--- src/rtl/panel_pkg.sv ---
// Shared constants for the front-panel blocks: button indices, clock rate,
// timing defaults and the per-button channel state encoding.
package panel_pkg;

  localparam int BTN_UP    = 0;
  localparam int BTN_DOWN  = 1;
  localparam int BTN_LEFT  = 2;
  localparam int BTN_RIGHT = 3;
  localparam int BTN_ENTER = 4;
  localparam int BTN_ESC   = 5;

  localparam int CLK_HZ = 1_000_000;

  function automatic int ms_to_cyc(input int ms);
    return (CLK_HZ / 1000) * ms;
  endfunction

  localparam int DEBOUNCE_CYC_DEF = ms_to_cyc(10);
  localparam int REPEAT_DLY_DEF   = ms_to_cyc(500);
  localparam int REPEAT_PER_DEF   = ms_to_cyc(100);

  typedef enum logic [1:0] {
    ST_IDLE   = 2'd0,
    ST_HELD   = 2'd1,
    ST_GAP    = 2'd2,
    ST_REPEAT = 2'd3
  } btn_state_t;

endpackage

--- src/rtl/btn_debounce_ch.sv ---
// One button channel: 2-FF synchroniser, debounce counter and the
// IDLE/HELD/GAP/REPEAT state machine producing level and press strobe.
module btn_debounce_ch
  import panel_pkg::*;
#(
  parameter int CNT_W        = 20,
  parameter int DEBOUNCE_CYC = DEBOUNCE_CYC_DEF,
  parameter int REPEAT_DLY   = REPEAT_DLY_DEF,
  parameter int REPEAT_PER   = REPEAT_PER_DEF,
  parameter bit REPEAT_EN    = 1'b0
) (
  input  logic clk,
  input  logic rst,
  input  logic raw,
  output logic lvl,
  output logic pulse,
  output logic evt
);

  localparam logic [CNT_W-1:0] DEB_LAST = CNT_W'(DEBOUNCE_CYC - 1);
  localparam logic [CNT_W-1:0] DLY_LAST = CNT_W'(REPEAT_DLY - 1);
  localparam logic [CNT_W-1:0] PER_LAST = CNT_W'(REPEAT_PER - 1);

  logic             sync_a;
  logic             s;
  logic             stable;
  logic [CNT_W-1:0] cnt;
  logic [CNT_W-1:0] rcnt;
  btn_state_t       state;

  logic settle;
  logic rise;
  logic fall;

  // The debounced edge is acted on in the same cycle stable flips, so the
  // FSM never lags the debouncer.
  assign settle = (s != stable) && (cnt == DEB_LAST);
  assign rise   = settle && s;
  assign fall   = settle && !s;
  assign evt    = rise || ((state == ST_GAP) && !fall);

  always_ff @(posedge clk) begin
    if (rst) begin
      sync_a <= 1'b0;
      s      <= 1'b0;
      stable <= 1'b0;
      cnt    <= '0;
      rcnt   <= '0;
      state  <= ST_IDLE;
      lvl    <= 1'b0;
      pulse  <= 1'b0;
    end else begin
      sync_a <= raw;
      s      <= sync_a;
      pulse  <= evt;

      if (s == stable) begin
        cnt <= '0;
      end else if (settle) begin
        stable <= s;
        cnt    <= '0;
      end else begin
        cnt <= cnt + 1'b1;
      end

      // Release wins over every other transition, including GAP entry/exit.
      if (fall) begin
        state <= ST_IDLE;
        lvl   <= 1'b0;
        rcnt  <= '0;
      end else begin
        case (state)
          ST_IDLE: begin
            if (rise) begin
              state <= ST_HELD;
              lvl   <= 1'b1;
              rcnt  <= '0;
            end
          end
          ST_HELD: begin
            if (REPEAT_EN && (rcnt == DLY_LAST)) begin
              state <= ST_GAP;
              lvl   <= 1'b0;
              rcnt  <= '0;
            end else if (rcnt != '1) begin
              rcnt <= rcnt + 1'b1;
            end
          end
          ST_GAP: begin
            state <= ST_REPEAT;
            lvl   <= 1'b1;
            rcnt  <= '0;
          end
          ST_REPEAT: begin
            if (rcnt == PER_LAST) begin
              state <= ST_GAP;
              lvl   <= 1'b0;
              rcnt  <= '0;
            end else begin
              rcnt <= rcnt + 1'b1;
            end
          end
          default: begin
            state <= ST_IDLE;
            lvl   <= 1'b0;
            rcnt  <= '0;
          end
        endcase
      end
    end
  end

endmodule

--- src/rtl/btn_conditioner.sv ---
// Front end for the panel push-buttons: one debounce/repeat channel per
// button plus a registered any-press strobe.
module btn_conditioner
  import panel_pkg::*;
#(
  parameter int               N_BTN        = 6,
  parameter int               CNT_W        = 20,
  parameter int               DEBOUNCE_CYC = DEBOUNCE_CYC_DEF,
  parameter int               REPEAT_DLY   = REPEAT_DLY_DEF,
  parameter int               REPEAT_PER   = REPEAT_PER_DEF,
  parameter logic [N_BTN-1:0] REPEAT_MASK  = 6'b000011
) (
  input  logic             clk,
  input  logic             rst,
  input  logic [N_BTN-1:0] btn_raw,
  output logic [N_BTN-1:0] btn_lvl,
  output logic [N_BTN-1:0] btn_pulse,
  output logic             any_press
);

  localparam longint DEB_MAX = longint'(DEBOUNCE_CYC) - 1;
  localparam longint DLY_MAX = longint'(REPEAT_DLY) - 1;
  localparam longint PER_MAX = longint'(REPEAT_PER) - 1;

  if (((DEB_MAX >> CNT_W) != 0) || ((DLY_MAX >> CNT_W) != 0) ||
      ((PER_MAX >> CNT_W) != 0)) begin : g_cnt_w_check
    $error("btn_conditioner: CNT_W too narrow for timing parameters");
  end

  logic [N_BTN-1:0] evt;

  for (genvar i = 0; i < N_BTN; i++) begin : g_ch
    btn_debounce_ch #(
      .CNT_W       (CNT_W),
      .DEBOUNCE_CYC(DEBOUNCE_CYC),
      .REPEAT_DLY  (REPEAT_DLY),
      .REPEAT_PER  (REPEAT_PER),
      .REPEAT_EN   (REPEAT_MASK[i])
    ) u_ch (
      .clk  (clk),
      .rst  (rst),
      .raw  (btn_raw[i]),
      .lvl  (btn_lvl[i]),
      .pulse(btn_pulse[i]),
      .evt  (evt[i])
    );
  end

  // Registered from the same next-cycle events, so it lines up with btn_pulse.
  always_ff @(posedge clk) begin
    if (rst) begin
      any_press <= 1'b0;
    end else begin
      any_press <= |evt;
    end
  end

endmodule

--- config.mk ---
export PLATFORM = sky130hd
export DESIGN_NAME = btn_conditioner
export DESIGN_NICKNAME = d
export VERILOG_FILES = /design/src/rtl/panel_pkg.sv /design/src/rtl/btn_debounce_ch.sv /design/src/rtl/btn_conditioner.sv
export SDC_FILE = /design/constraint.sdc
export NUM_CORES = 1
export LEC_CHECK = 0
export ABC_CLOCK_PERIOD_IN_PS = 7800
export BUFFER_PORTS_ARGS = -buffer_cell sky130_fd_sc_hd__buf_2
export CORE_MARGIN = 4
export CORE_UTILIZATION = 40
export CTS_CLUSTER_SIZE = 10
export DETAILED_ROUTE_END_ITERATION = 10
export MAX_ROUTING_LAYER = met4
export PLACE_DENSITY = 0.61
export SYNTH_ARGS = -nofsm -noshare
export SYNTH_HDL_FRONTEND = slang
export SYNTH_SLANG_ARGS = --single-unit
--- constraint.sdc ---
create_clock -name clk -period 7.8 [get_ports clk]
set_clock_uncertainty 0.15 [all_clocks]
set_input_delay 1.17 -clock clk [delete_from_list [all_inputs] [get_ports clk]]
set_output_delay 1.17 -clock clk [all_outputs]
set_load 0.02 [all_outputs]
# After elaboration in Yosys (flattened, before gate mapping)
# Index checks and enable logic that the tools add are counted.
[word_totals]
out_inout_bits = 13
ff_bits = 283
[classes]
add_sub_neg = 12
n_mux = 66
eq_ne = 70
reduce_logical = 83
bitwise_logic = 6
[op_table]
columns = ["op", "count"]
rows = [
  ["one-hot mux 20 bit (4 select lines)", 6],
  ["2-to-1 mux 20 bit", 20],
  ["adder 20 x 1 -> 20 bit, second input constant", 12],
  ["== test 20 x 14 -> 1 bit, second input constant", 6],
  ["== test 20 x 17 -> 1 bit, second input constant", 6],
  ["inequality test 20 bit, second input constant", 6],
  ["== test 20 x 19 -> 1 bit, second input constant", 2],
  ["inequality test 2 x 1 -> 1 bit, second input constant", 18],
  ["2-to-1 mux 2 bit", 14],
  ["== test 2 bit, second input constant", 12],
  ["logical AND 1 bit", 24],
  ["one-hot mux 2 bit (3 select lines)", 4],
  ["AND reduction 2 bit", 12],
  ["AND reduction 3 bit", 6],
  ["OR reduction 3 bit", 6],
  ["one-hot mux 2 bit (4 select lines)", 2],
  ["2-to-1 mux 1 bit", 14],
  ["== test 2 x 1 -> 1 bit, second input constant", 6],
  ["zero test 1 bit", 12],
  ["zero test 2 bit", 6],
  ["one-hot mux 1 bit (3 select lines)", 4],
  ["nonzero test 3 bit", 4],
  ["OR reduction 2 bit", 6],
  ["one-hot mux 1 bit (4 select lines)", 2],
  ["6 further kinds", 27],
]

# Longest topological paths before layout
# Gate-level depths: netlist of run 1.
[depth]
depth_word = 7
ltp_mapped = 9

# By module
# A second synthesis of run 1 with hierarchy kept.
[hier_totals]
hier_cells = 1689
hier_area_um2 = 14201.1
[modules_own_cells]
columns = ["mod", "cells_each", "area_each_um2", "n_inst"]
rows = [
  ["btn_debounce_ch at g_ch[2].u_ch ...", 272, 2298.5, 3],
  ["btn_debounce_ch at g_ch[0].u_ch ...", 294, 2446.1, 2],
  ["btn_debounce_ch at g_ch[5].u_ch", 281, 2378.5, 1],
  ["btn_conditioner", 4, 35.0, 1],
]

# Worst setup path after synthesis of run 1
# Ideal clock, no wire load.
[synth_path]
path_type = "input -> register"
start = "input port rst"
end = "register g_ch[1].u_ch.rcnt[2]"
t_required_ns = 7.544
stages = 6
path_slack_ns = 5.080
path_buffers = 3
arrival_ns = 2.464
path_cell_list = "clkbuf_1 > a31o_2 > clkbuf_1 > or3_1 > clkbuf_1 > o311ai_0"
[synth_via]
elab_chain_len = 1
[synth_rtl]
columns = ["element", "line", "text"]
rows = [
  ["start: declaration", "btn_conditioner.sv:14", "input logic rst,"],
  ["OR reduction 2 bit (no source line)", "-", ""],
  ["end signal: assignment", "btn_debounce_ch.sv:86", "rcnt <= rcnt + 1'b1;"],
  ["end signal: assignment", "btn_debounce_ch.sv:100", "rcnt <= rcnt + 1'b1;"],
  ["end: declaration", "btn_debounce_ch.sv:28", "logic [CNT_W-1:0] rcnt;"],
]
# No other way between the ends.
# A chain may end at the register's enable or synchronous reset.

# Final worst setup path of run 1
[layout_path]
start = "register g_ch[5].u_ch.cnt[10]"
end = "register g_ch[5].u_ch.rcnt[9]"
[layout_via]
elab_chain_len = 5
[layout_rtl]
columns = ["element", "line", "text"]
rows = [
  ["start: declaration", "btn_debounce_ch.sv:27", "logic [CNT_W-1:0] cnt;"],
  ["start signal: assignment", "btn_debounce_ch.sv:63", "cnt <= cnt + 1'b1;"],
  ["== test 20 x 14 -> 1 bit *", "btn_debounce_ch.sv:37", "assign settle = (s != stable) && (cnt == DEB_LAST);"],
  ["logical AND 1 bit *", "btn_debounce_ch.sv:37", ""],
  ["logical AND 1 bit", "btn_debounce_ch.sv:38", "assign rise = settle && s;"],
  ["inequality test 2 x 1 -> 1 bit (no source line)", "-", ""],
  ["AND reduction 2 bit (no source line)", "-", ""],
  ["end signal: assignment", "btn_debounce_ch.sv:86", ""],
  ["end signal: assignment", "btn_debounce_ch.sv:100", ""],
  ["end: declaration", "btn_debounce_ch.sv:28", ""],
]
# Mark *: on every way between the ends. The rest lies on a longest branch, timed or not.

==> results.py, run 1 <==
metrics = {
    "status": {
        "status": "finished, final reports clean",
    },
    "final_layout": {
        "final_util_pct": 44.46,
        "multiInputGateArea_mm2": 0.007473,
        "final_cells": 2089,
        "seq_area_mm2": 0.005665,
        "synthToLayoutAreaGrowth_pct": 9.784,
        "drive_gt1_share_pct": 5.363,
        "post-route-cell-area_mm2": 0.01491,
        "antenna_cells": 0,
        "fin_nets": 1653,
        "fill_cells": 3320,
    },
    "synth": {
        "yosysSeqAreaShare_pct": 41.72,
        "synthArstFlopShare_pct": 0,
        "synth_area_leaders": "dfxtp_1 42%, nor2_1 6.9%, xor2_1 6.8%",
        "synth_top_area_share_pct": 41.72,
        "yosys_warnings": 0,
        "ys_seq_elements": 283,
        "synth_top_cell_by_area": "dfxtp_1",
        "syn_area_per_cell_um2": 8.291,
        "synth_edf_count": 0,
        "synthTopCellsByCount": "283 x dfxtp_1, 251 x nor2_1, 119 x nand2_1, 119 x nand3_1, 105 x xor2_1",
        "synthCells": 1638,
        "synth_nets": 1658,
        "synthFlopType": "dfxtp_1",
        "synth_most_common_cell": "dfxtp_1",
        "ys_types": 68,
        "synth_area_mm2": 0.01358,
    },
    "job": {
        "maxCapViolCount": 0,
    },
    "floorplan": {
        "io_pins": 21,
        "coreArea_mm2": 0.03353,
        "dieArea_mm2": 0.03696,
        "start_util_pct": 40.50,
        "rows": 67,
        "die_h_um": 192.3,
        "fp.dieW_um": 192.3,
    },
    "power": {
        "swShare_pct": 21.20,
        "p_sw_uw": 615.7,
        "finalPower_mw": 2.905,
        "seq_power_share_pct": 50.3,
        "p_int_mw": 2.289,
        "combPwrFrac_pct": 2.3,
        "ir_drop_mv": 0.1417,
        "power_density_mw_per_mm2": 194.8,
        "cellLeakagePower_nw": 5.025,
        "power_frac_clock_pct": 47.3,
    },
    "drt": {
        "drtAntennaViolNets": 0,
        "dr.pass1.iters": 5,
        "routedWlPerCell_um": 13.77,
        "drc": 0,
        "wl_um": 28770,
        "drtIter0Drc": 689,
        "vias": 11390,
        "via_per_inst": 5.453,
    },
    "global_routing": {
        "grt.total_usage_pct": 16.08,
        "antenna_found_initial": 0,
        "grt_start_max_net_pins": 37,
        "grt_pass1_wl_um": 50550,
        "grt_pass1_vias": 10690,
        "grt_overflow": 0,
    },
    "worst_hold_path": {
        "holdCritPathClass": "reg2reg",
    },
    "setup_path": {
        "start_kind": "flip-flop",
        "path_common_cell": "or4_1",
        "cp_num_buf_inv": 0,
        "cp-end-kind": "flip-flop",
        "path_class": "reg2reg",
        "slowest_stage": "or4_1",
        "slowest_delay_ns": 0.59,
        "crit_required_ns": 8.07,
        "crit_fanout": 14,
        "path_cells": "or4b_1, or4_1, o21ai_2, nand2_1, or4_1, a21oi_1",
        "path_delay_family": "simple AND/OR/NAND/NOR gates",
        "critical_path_arrival_ns": 3.53,
    },
    "placement": {
        "dp_slack_ns": 4.568,
        "routabilityCongestion": 0.8503,
        "port_buffers": 20,
        "placed_area_mm2": 0.01398,
        "dp_hpwl_um": 19810,
        "dp_cells": 2044,
    },
    "clocking": {
        "insertion_delay_ns": 0.50,
        "root_buffer": "clkbuf_16",
        "clock-sinks": 283,
        "cts_setup_buffers": 0,
        "numCtsBuffers": 35,
        "cts_tree": "built",
        "cts_resized": 0,
        "htree_levels": 2,
        "cts_buffer_depth": 3,
        "ctsHoldBuffers": 0,
        "cts.clk_slew.worst_paths_ns": 0.06,
    },
    "sta": {
        "whs_ns": 0.2769,
        "fin_crit_sh_pct": 41.75,
        "relSlewSlack_pct": 25.71,
        "final-setup-viol-count": 0,
        "fin_setup_tns_ns": 0,
        "slew_viol_final": 0,
        "hold_violations": 0,
        "rsz0062_at_grt": "false",
        "worst_pin_slew_ns": 1.100,
        "period_needed_ns": 3.257,
        "max_clock_freq_ghz": 0.3071,
        "setup_ws_ns": 4.543,
    },
}
-- per-layer routing --
layer	GRT usage, %	part of all wire, %	vias up
met5	-	0	-
li1	-	-	5813
met4	4.471	2.0	0
met2	25.52	46	151
met3	2.243	3.2	46
met1	21.62	49	5382
-- cell usage in the layout (no fill, tap or decap), types with 6 or more instances in the layout --
cell	instances
and4_1	28
a31oi_1	19
and3_1	57
inv_1	33
o31ai_1	11
or3_1	25
nor2b_1	31
or4_1	15
nand3_1	119
nand2b_1	11
nor4_1	21
buf_4	7
a311oi_1	6
a22oi_1	7
nand4_1	66
clkbuf_16	35
nand3b_1	6
or2_2	7
ha_1	12
nor2_1	251
a21oi_1	72
nand4b_1	12
nor3_1	32
o21ai_1	6
o211a_1	8
nand2_1	119
o21ai_0	54
buf_2	20
dfxtp_1	283
clkbuf_1	7
o21a_1	6
nor4b_1	14
xnor2_1	48
xor2_1	105
and2_1	14
-- cell type report --
class,instances,area share (%)
Multi-Input combinational cell,1253,50.13
Inverter,33,0.8308
Sequential cell,283,38.00
Clock buffer,43,6.143
Timing Repair Buffer,27,1.024
Tap cell,448,3.760
Clock inverter,2,0.1175
-- state kept, by name, summed over array words and instances (netlist names) --
name,flops
any_press,1
g_ch.u_ch.cnt,120
g_ch.u_ch.lvl,6
g_ch.u_ch.pulse,6
g_ch.u_ch.rcnt,120
g_ch.u_ch.s,6
g_ch.u_ch.stable,6
g_ch.u_ch.state,12
g_ch.u_ch.sync_a,6
-- worst paths after layout --
path / from / end / slack, ns / cells past startpoint
worst max-delay path: g_ch[5].u_ch.cnt[10]$_SDFF_PP0_ / g_ch[5].u_ch.rcnt[9]$_SDFFE_PP0P_ / 4.54 / 6
worst min-delay path: g_ch[1].u_ch.sync_a$_SDFF_PP0_ / g_ch[1].u_ch.s$_SDFF_PP0_ / 0.28 / 1
worst max register to register: g_ch[5].u_ch.cnt[10]$_SDFF_PP0_ / g_ch[5].u_ch.rcnt[9]$_SDFFE_PP0P_ / 4.54 / 6
worst min register to register: g_ch[1].u_ch.sync_a$_SDFF_PP0_ / g_ch[1].u_ch.s$_SDFF_PP0_ / 0.28 / 1
-- logic make-up (layout without fill, tap and decap cells) --
kind of cell	Yosys count	after routing	share of synthesized area, %
buffers and inverters	102	105	3.308
muxes	6	6	0.4515
and+or+nand+nor	845	845	32.38
DFF	283	283	41.72
AOI/OAI and AO/OA	237	237	11.17
xor gates and xnor gates	153	153	9.867
adders and majority gates	12	12	1.106
-- worst reg2reg max path, delay by kind of cell (launching register included) --
family | cells | cell delay [ns]
simple gates | 4 | 1.95
compound gates | 2 | 0.67
flops | 1 | 0.43
-- power by group through the flow --
stage | combinational [mW] | sequential, mW | clock, mW
2_1_floorplan | 0.0541 | 1.49 | 0
3_3_place_gp | 0.0675 | 1.49 | 0
3_5_place_dp | 0.0678 | 1.49 | 0
4_1_cts | 0.0680 | 1.46 | 1.43
5_1_grt | 0.0753 | 1.46 | 1.49
6_report | 0.0673 | 1.46 | 1.38
(Power assumes the default switching activity.)
==> run 2, diff against run 1 <==
--- a/config.mk
+++ b/config.mk
@@ -5,7 +5,8 @@
 export SDC_FILE = /design/constraint.sdc
 export NUM_CORES = 1
 export LEC_CHECK = 0
-export ABC_CLOCK_PERIOD_IN_PS = 7800
+export ABC_AREA = 1
+export ABC_CLOCK_PERIOD_IN_PS = 3350
 export BUFFER_PORTS_ARGS = -buffer_cell sky130_fd_sc_hd__buf_2
 export CORE_MARGIN = 4
 export CORE_UTILIZATION = 40
==> constraint.sdc (replaced) <==
create_clock -name clk -period 3.35 [get_ports clk]
set_clock_uncertainty 0.15 [all_clocks]
set_input_delay 0.5025 -clock clk [delete_from_list [all_inputs] [get_ports clk]]
set_output_delay 0.5025 -clock clk [all_outputs]
set_load 0.02 [all_outputs]
==> run 2 against run 1 <==
Worst hold slack got worse by 0.22 ns. Sequential power rose by 130%. Sequential share of layout area down 5.8 points. Final cell count is 46% higher. Critical path depth rose by 5. Routed wire length rose by 33%. Largest cell class unchanged. Clock power rose by 140%.
==> results.py, run 2 <==
metrics = {
    "status": {
        "status": "finished, final reports clean",
    },
    "worst_hold_path": {
        "holdCritPathClass": "in2reg",
    },
    "final_layout": {
        "synthToLayoutAreaGrowth_pct": 8.887,
        "fill_cells": 4212,
        "drive_gt1_share_pct": 6.643,
        "post-route-cell-area_mm2": 0.01760,
        "fin_nets": 2538,
        "antenna_cells": 0,
        "final_cell_mix": "654 x nand2_1, 389 x nor2_1, 311 x inv_1",
        "top_regs": "g_ch.u_ch.cnt x120, g_ch.u_ch.rcnt x120, g_ch.u_ch.state x12",
        "final_common_cell": "nand2_1",
    },
    "clocking": {
        "cts.clk_slew.worst_paths_ns": 0.05,
        "cts_tree": "built",
        "numCtsBuffers": 35,
        "clock-sinks": 283,
        "root_buffer": "clkbuf_16",
        "cts_setup_buffers": 0,
        "insertion_delay_ns": 0.51,
        "htree_levels": 2,
        "cts_resized": 0,
        "cts_buffer_depth": 3,
        "ctsHoldBuffers": 0,
    },
    "global_routing": {
        "grt_start_max_net_pins": 22,
        "grt.total_usage_pct": 17.40,
        "antenna_found_initial": 0,
        "grt_pass1_wl_um": 64840,
        "grt_overflow": 0,
        "grt_pass1_vias": 13930,
    },
    "job": {
        "maxCapViolCount": 0,
    },
    "synth": {
        "synth_area_mm2": 0.01616,
        "synthCells": 2509,
        "synth_top_area_share_pct": 35.05,
        "syn_area_per_cell_um2": 6.442,
        "synth_most_common_cell": "nand2_1",
        "synthFlopType": "dfxtp_1",
        "synth_area_leaders": "dfxtp_1 35%, nand2_1 15%, nor2_1 9.0%",
        "ys_types": 52,
        "synth_top_cell_by_area": "dfxtp_1",
        "ys_seq_elements": 283,
        "yosysSeqAreaShare_pct": 35.05,
        "synth_nets": 2529,
        "yosys_warnings": 0,
        "synth_edf_count": 0,
        "synthTopCellsByCount": "654 x nand2_1, 389 x nor2_1, 311 x inv_1",
        "synthArstFlopShare_pct": 0,
    },
    "floorplan": {
        "start_util_pct": 40.58,
        "dieArea_mm2": 0.04369,
        "die_h_um": 209.0,
        "fp.dieW_um": 209.0,
        "coreArea_mm2": 0.03982,
        "io_pins": 21,
        "rows": 73,
    },
    "setup_path": {
        "crit_required_ns": 3.65,
        "critical_path_arrival_ns": 2.61,
        "crit_fanout": 18,
        "start_kind": "flip-flop",
        "cp-end-kind": "flip-flop",
        "path_class": "reg2reg",
    },
    "placement": {
        "placed_area_mm2": 0.01661,
        "dp_slack_ns": 0.8312,
        "routabilityCongestion": 0.9401,
        "port_buffers": 20,
        "dp_hpwl_um": 27860,
    },
    "sta": {
        "slew_viol_final": 0,
        "hold_violations": 0,
        "final-setup-viol-count": 0,
        "rsz0062_at_grt": "false",
        "period_needed_ns": 2.317,
        "worst_pin_slew_ns": 0.7767,
        "max_clock_freq_ghz": 0.4315,
        "fin_setup_tns_ns": 0,
        "relSlewSlack_pct": 48.08,
        "setup_ws_ns": 1.033,
        "fin_crit_sh_pct": 69.17,
    },
    "power": {
        "finalPower_mw": 6.983,
        "ir_drop_mv": 0.3366,
        "power_density_mw_per_mm2": 396.8,
        "cellLeakagePower_nw": 6.686,
    },
    "drt": {
        "dr.pass1.iters": 6,
        "drtAntennaViolNets": 0,
        "via_per_inst": 4.983,
        "vias": 15220,
        "wl_um": 38160,
        "routedWlPerCell_um": 12.49,
        "drtIter0Drc": 986,
        "drc": 0,
    },
}
[run 2: changes by cell type after synthesis, sizes merged, moves of 56 or more]
cell / before / now
nand2: 120 / 680
inv: 33 / 326
nor2: 251 / 410
a21oi: 72 / 168
nand3: 119 / 212
and3: 57 / 1
[run 2: final timing paths]
| kind | start | to | slack (ns) | cells past startpoint |
|---|---|---|---|---|
| hold / removal | btn_raw[4] | g_ch[4].u_ch.sync_a$_SDFF_PP0_ | 0.06 | 3 |
| setup / recovery | g_ch[1].u_ch.rcnt[0]$_SDFFE_PP0P_ | g_ch[1].u_ch.rcnt[17]$_SDFFE_PP0P_ | 1.03 | 11 |
| hold reg to reg | g_ch[3].u_ch.sync_a$_SDFF_PP0_ | g_ch[3].u_ch.s$_SDFF_PP0_ | 0.25 | 2 |
| setup reg to reg | g_ch[1].u_ch.rcnt[0]$_SDFFE_PP0P_ | g_ch[1].u_ch.rcnt[17]$_SDFFE_PP0P_ | 1.03 | 11 |
[run 2: worst max-delay path, stage by stage (launching register included)]
cell and delay [ns]:
dfxtp_1 0.43, ha_1 0.29, nand2_2 0.10, nor2_1 0.23
nand2_2 0.16, nor2_4 0.16, nand3_4 0.12, nand2_4 0.25
nand2_1 0.15, inv_1 0.10, nand2_1 0.05, nand2_1 0.06
[run 2: cells by family after synthesis]
| group | synth area share, % |
|---|---|
| fa+ha+maj | 0.9290 |
| simple gates | 40.44 |
| buf+inv | 9.979 |
| xor+xnor | 3.793 |
| compound gates | 9.801 |
| flops | 35.05 |
[run 2: metal layers]
metal,global-route usage (%),part of all wire [%],wire length [µm]
met1,22.94,48,18380
met2,28.44,46,17570
met3,2.402,3.8,1448
met4,4.275,2.0,760
met5,-,0,0
[run 2: layout make-up]
cell class	instances	area (µm²)	share of cell area [%]
inverter	331	1242	7.060
tap	525	656.9	3.733
clock inverter	2	10.01	0.05688
sequential	283	5665	32.19
multi-input combinational	1839	8884	50.48
timing repair buffer	28	160.2	0.9101
clock buffer	46	979.7	5.567
[run 2: report_power, final]
group | total, mW | internal, mW | leakage (nW) | switching (mW)
sequential | 3.40 | 3.39 | 2.28 | 0.0162
clock | 3.38 | 2.02 | 0.486 | 1.36
combinational | 0.203 | 0.0487 | 3.92 | 0.154
[run 2: metrics by stage]
| stage | hold slack, ns | utilization, % | cells |
|---|---|---|---|
| 2_1_floorplan | 0.2383 | - | 2509 |
| 3_3_place_gp | 0.2423 | 41.71 | 3006 |
| 4_1_cts | 0.03850 | 44.19 | 3054 |
| 5_1_grt | 0.04766 | 44.19 | 3054 |
| 6_report | 0.05695 | 44.19 | 3054 |
| 3_5_place_dp | 0.2423 | 41.71 | 3006 |
==> run 3, diff against run 2 <==
--- a/config.mk
+++ b/config.mk
@@ -6,7 +6,7 @@
 export NUM_CORES = 1
 export LEC_CHECK = 0
 export ABC_AREA = 1
-export ABC_CLOCK_PERIOD_IN_PS = 3350
+export ABC_CLOCK_PERIOD_IN_PS = 2400
 export BUFFER_PORTS_ARGS = -buffer_cell sky130_fd_sc_hd__buf_2
 export CORE_MARGIN = 4
 export CORE_UTILIZATION = 40
==> constraint.sdc (replaced) <==
create_clock -name clk -period 2.4 [get_ports clk]
set_clock_uncertainty 0.15 [all_clocks]
set_input_delay 0.36 -clock clk [delete_from_list [all_inputs] [get_ports clk]]
set_output_delay 0.36 -clock clk [all_outputs]
set_load 0.02 [all_outputs]
==> run 3 against run 2 <==
Highest routed layer unchanged. Largest cell class unchanged. Register-to-register slack got worse by 0.86 ns. Via count increased by 1.6%. Sequential share of layout area decreased by 0.83 points. Critical path type unchanged. Clock-buffer cell count increased by 5. Combinational power increased by 57%. Final area increased by 2.6%. Sequential power increased by 40%.
==> results.py, run 3 (synthesized netlist as in run 2, its figures left out) <==
metrics = {
    "drt": {
        "routedWlPerCell_um": 12.44,
        "dr.pass1.iters": 5,
        "wl_um": 38630,
        "vias": 15460,
        "drtAntennaViolNets": 0,
        "drc": 0,
        "drtIter0Drc": 816,
        "via_per_inst": 4.979,
    },
    "final_layout": {
        "seq_area_mm2": 0.005665,
        "post-route-cell-area_mm2": 0.01806,
        "antenna_cells": 0,
        "fill_cells": 4163,
        "drive_gt1_share_pct": 8.256,
        "multiInputGateArea_mm2": 0.008899,
        "final_cell_mix": "654 x nand2_1, 389 x nor2_1, 310 x inv_1",
        "fin_nets": 2585,
        "top_regs": "g_ch.u_ch.cnt x120, g_ch.u_ch.rcnt x120, g_ch.u_ch.state x12",
        "final_cells": 3105,
        "final_common_cell": "nand2_1",
        "synthToLayoutAreaGrowth_pct": 11.75,
    },
    "power": {
        "cellLeakagePower_nw": 6.946,
        "power_density_mw_per_mm2": 556.0,
        "finalPower_mw": 10.04,
        "ir_drop_mv": 0.4860,
    },
    "placement": {
        "dp_hpwl_um": 28670,
        "placed_area_mm2": 0.01686,
        "port_buffers": 20,
        "routabilityCongestion": 0.9269,
        "dp_cells": 3040,
    },
    "setup_path": {
        "path_cells": "ha_1, nand2_2, nor2_1, nand2_2, nor2_4, nand3_4, nand2_4, nand2_1, inv_1, nand2_1, nand2_1",
        "slowest_delay_ns": 0.43,
        "path_delay_family": "simple AND/OR/NAND/NOR gates",
        "rr_endpoint": "g_ch[1].u_ch.rcnt[17]$_SDFFE_PP0P_",
        "r2r_slack_ns": 0.18,
        "critical_path_arrival_ns": 2.53,
        "slowest_stage": "dfxtp_1",
        "start_kind": "flip-flop",
        "reg2reg_from": "g_ch[1].u_ch.rcnt[0]$_SDFFE_PP0P_",
        "path_common_cell": "nand2_1",
        "cp-end-kind": "flip-flop",
        "path_class": "reg2reg",
        "cp_num_buf_inv": 1,
        "crit_fanout": 18,
        "crit_required_ns": 2.70,
        "worstRegToRegCells": 11,
    },
    "sta": {
        "worst_pin_slew_ns": 0.5782,
        "fin_crit_sh_pct": 92.67,
        "max_clock_freq_ghz": 0.4496,
        "final-setup-viol-count": 0,
        "relSlewSlack_pct": 61.34,
        "period_needed_ns": 2.224,
        "hold_violations": 0,
        "slew_viol_final": 0,
    },
    "floorplan": {
        "start_util_pct": 40.58,
        "fp.dieW_um": 209.0,
        "coreArea_mm2": 0.03982,
        "dieArea_mm2": 0.04369,
        "rows": 73,
        "io_pins": 21,
        "die_h_um": 209.0,
    },
    "worst_hold_path": {
        "min_delay_path_depth": 3,
        "min_from": "rst",
        "holdCritPathClass": "in2reg",
        "hold-path-endpoint": "g_ch[0].u_ch.sync_a$_SDFF_PP0_",
    },
    "clocking": {
        "cts_buffer_depth": 3,
        "insertion_delay_ns": 0.51,
        "numCtsBuffers": 36,
        "cts_tree": "built",
        "root_buffer": "clkbuf_16",
        "htree_levels": 2,
        "cts.clk_slew.worst_paths_ns": 0.05,
        "clock-sinks": 283,
    },
    "global_routing": {
        "antenna_found_initial": 0,
        "grt_pass1_wl_um": 66900,
        "grt_start_max_net_pins": 22,
        "grt_overflow": 0,
        "grt.total_usage_pct": 18.00,
        "grt_pass1_vias": 14620,
    },
    "job": {
        "maxCapViolCount": 0,
    },
    "status": {
        "status": "finished, final reports clean",
    },
}
run 3: cell count changes in the layout (fill, tap and decap cells not counted), sizes merged:
cell / delta
dlygate4sd3: +6
clkinv: -1
buf: +40
clkbuf: +5
inv: -1
bufinv: +1
clkinvlp: +1
run 3: what timing repair did:
action,CTS,global route
buffers inserted,0,6
endpoints found under the hold margin,6,0
gates resized for setup,1,3
setup endpoints to repair,1,26
hold buffers,6,0
gates cloned,0,0
pin swaps,0,1
run 3: how the worst max path moves through the flow:
stage	startpoint	to	slack, ns	cells past startpoint
5_1_grt	g_ch[0].u_ch.cnt[0]$_SDFF_PP0_	g_ch[0].u_ch.rcnt[17]$_SDFFE_PP0P_	-0.005	12
4_1_cts	g_ch[5].u_ch.rcnt[0]$_SDFFE_PP0P_	g_ch[5].u_ch.rcnt[17]$_SDFFE_PP0P_	0.16	12
3_5_place_dp	g_ch[0].u_ch.cnt[0]$_SDFF_PP0_	g_ch[0].u_ch.state[1]$_SDFFE_PP0P_	-0.03	10
2_1_floorplan	g_ch[1].u_ch.rcnt[0]$_SDFFE_PP0P_	g_ch[1].u_ch.rcnt[0]$_SDFFE_PP0P_	0.58	9
6_report	g_ch[1].u_ch.rcnt[0]$_SDFFE_PP0P_	g_ch[1].u_ch.rcnt[17]$_SDFFE_PP0P_	0.18	11
3_3_place_gp	g_ch[0].u_ch.cnt[0]$_SDFF_PP0_	g_ch[0].u_ch.state[1]$_SDFFE_PP0P_	0.08	10
run 3: layer usage:
| metal | vias up | GRT usage (%) | share of wire, % |
|---|---|---|---|
| met5 | - | - | 0 |
| met4 | 0 | 4.995 | 1.9 |
| met3 | 62 | 2.477 | 4.3 |
| met2 | 301 | 29.44 | 46 |
| met1 | 6961 | 23.49 | 48 |
| li1 | 8136 | - | - |
run 3: final cells by class:
type | count | share of cell area (%)
multi-input cells | 1839 | 49.27
repair buffers | 74 | 2.882
flip-flops and latches | 283 | 31.37
inverters | 331 | 6.900
well taps | 525 | 3.637
clock inverters | 2 | 0.1940
clock buffers | 51 | 5.750
run 3: power by group:
part	total, mW	leakage, nW	switching [mW]	internal (mW)
registers	4.75	2.28	0.0247	4.73
logic	0.319	4.14	0.222	0.0975
clock network	4.97	0.527	1.90	3.07
total	10.0	6.95	2.15	7.89
run 3: metrics by stage:
step / worst slack [ns] / util, % / hold WS (ns) / TNS, ns
after detailed placement: -0.03000 / 42.35 / 0.2466 / -0.03000
final: 0.1760 / 45.35 / 0.1740 / 0
after floorplan: 0.5777 / - / 0.2383 / 0
after global placement: 0.07980 / 42.35 / 0.2450 / 0
after global routing: -0.005021 / 45.35 / 0.1730 / -0.009631
after CTS: 0.1583 / 45.21 / 0.1490 / 0
run 3: worst reg2reg max path: cells and delay by family, from the launching register on:
family / cells / cell delay (ns)
AND/OR/NAND/NOR: 9 / 1.21
adder cells (fa/ha/maj): 1 / 0.29
buffers and inverters: 1 / 0.10
flip-flops: 1 / 0.43
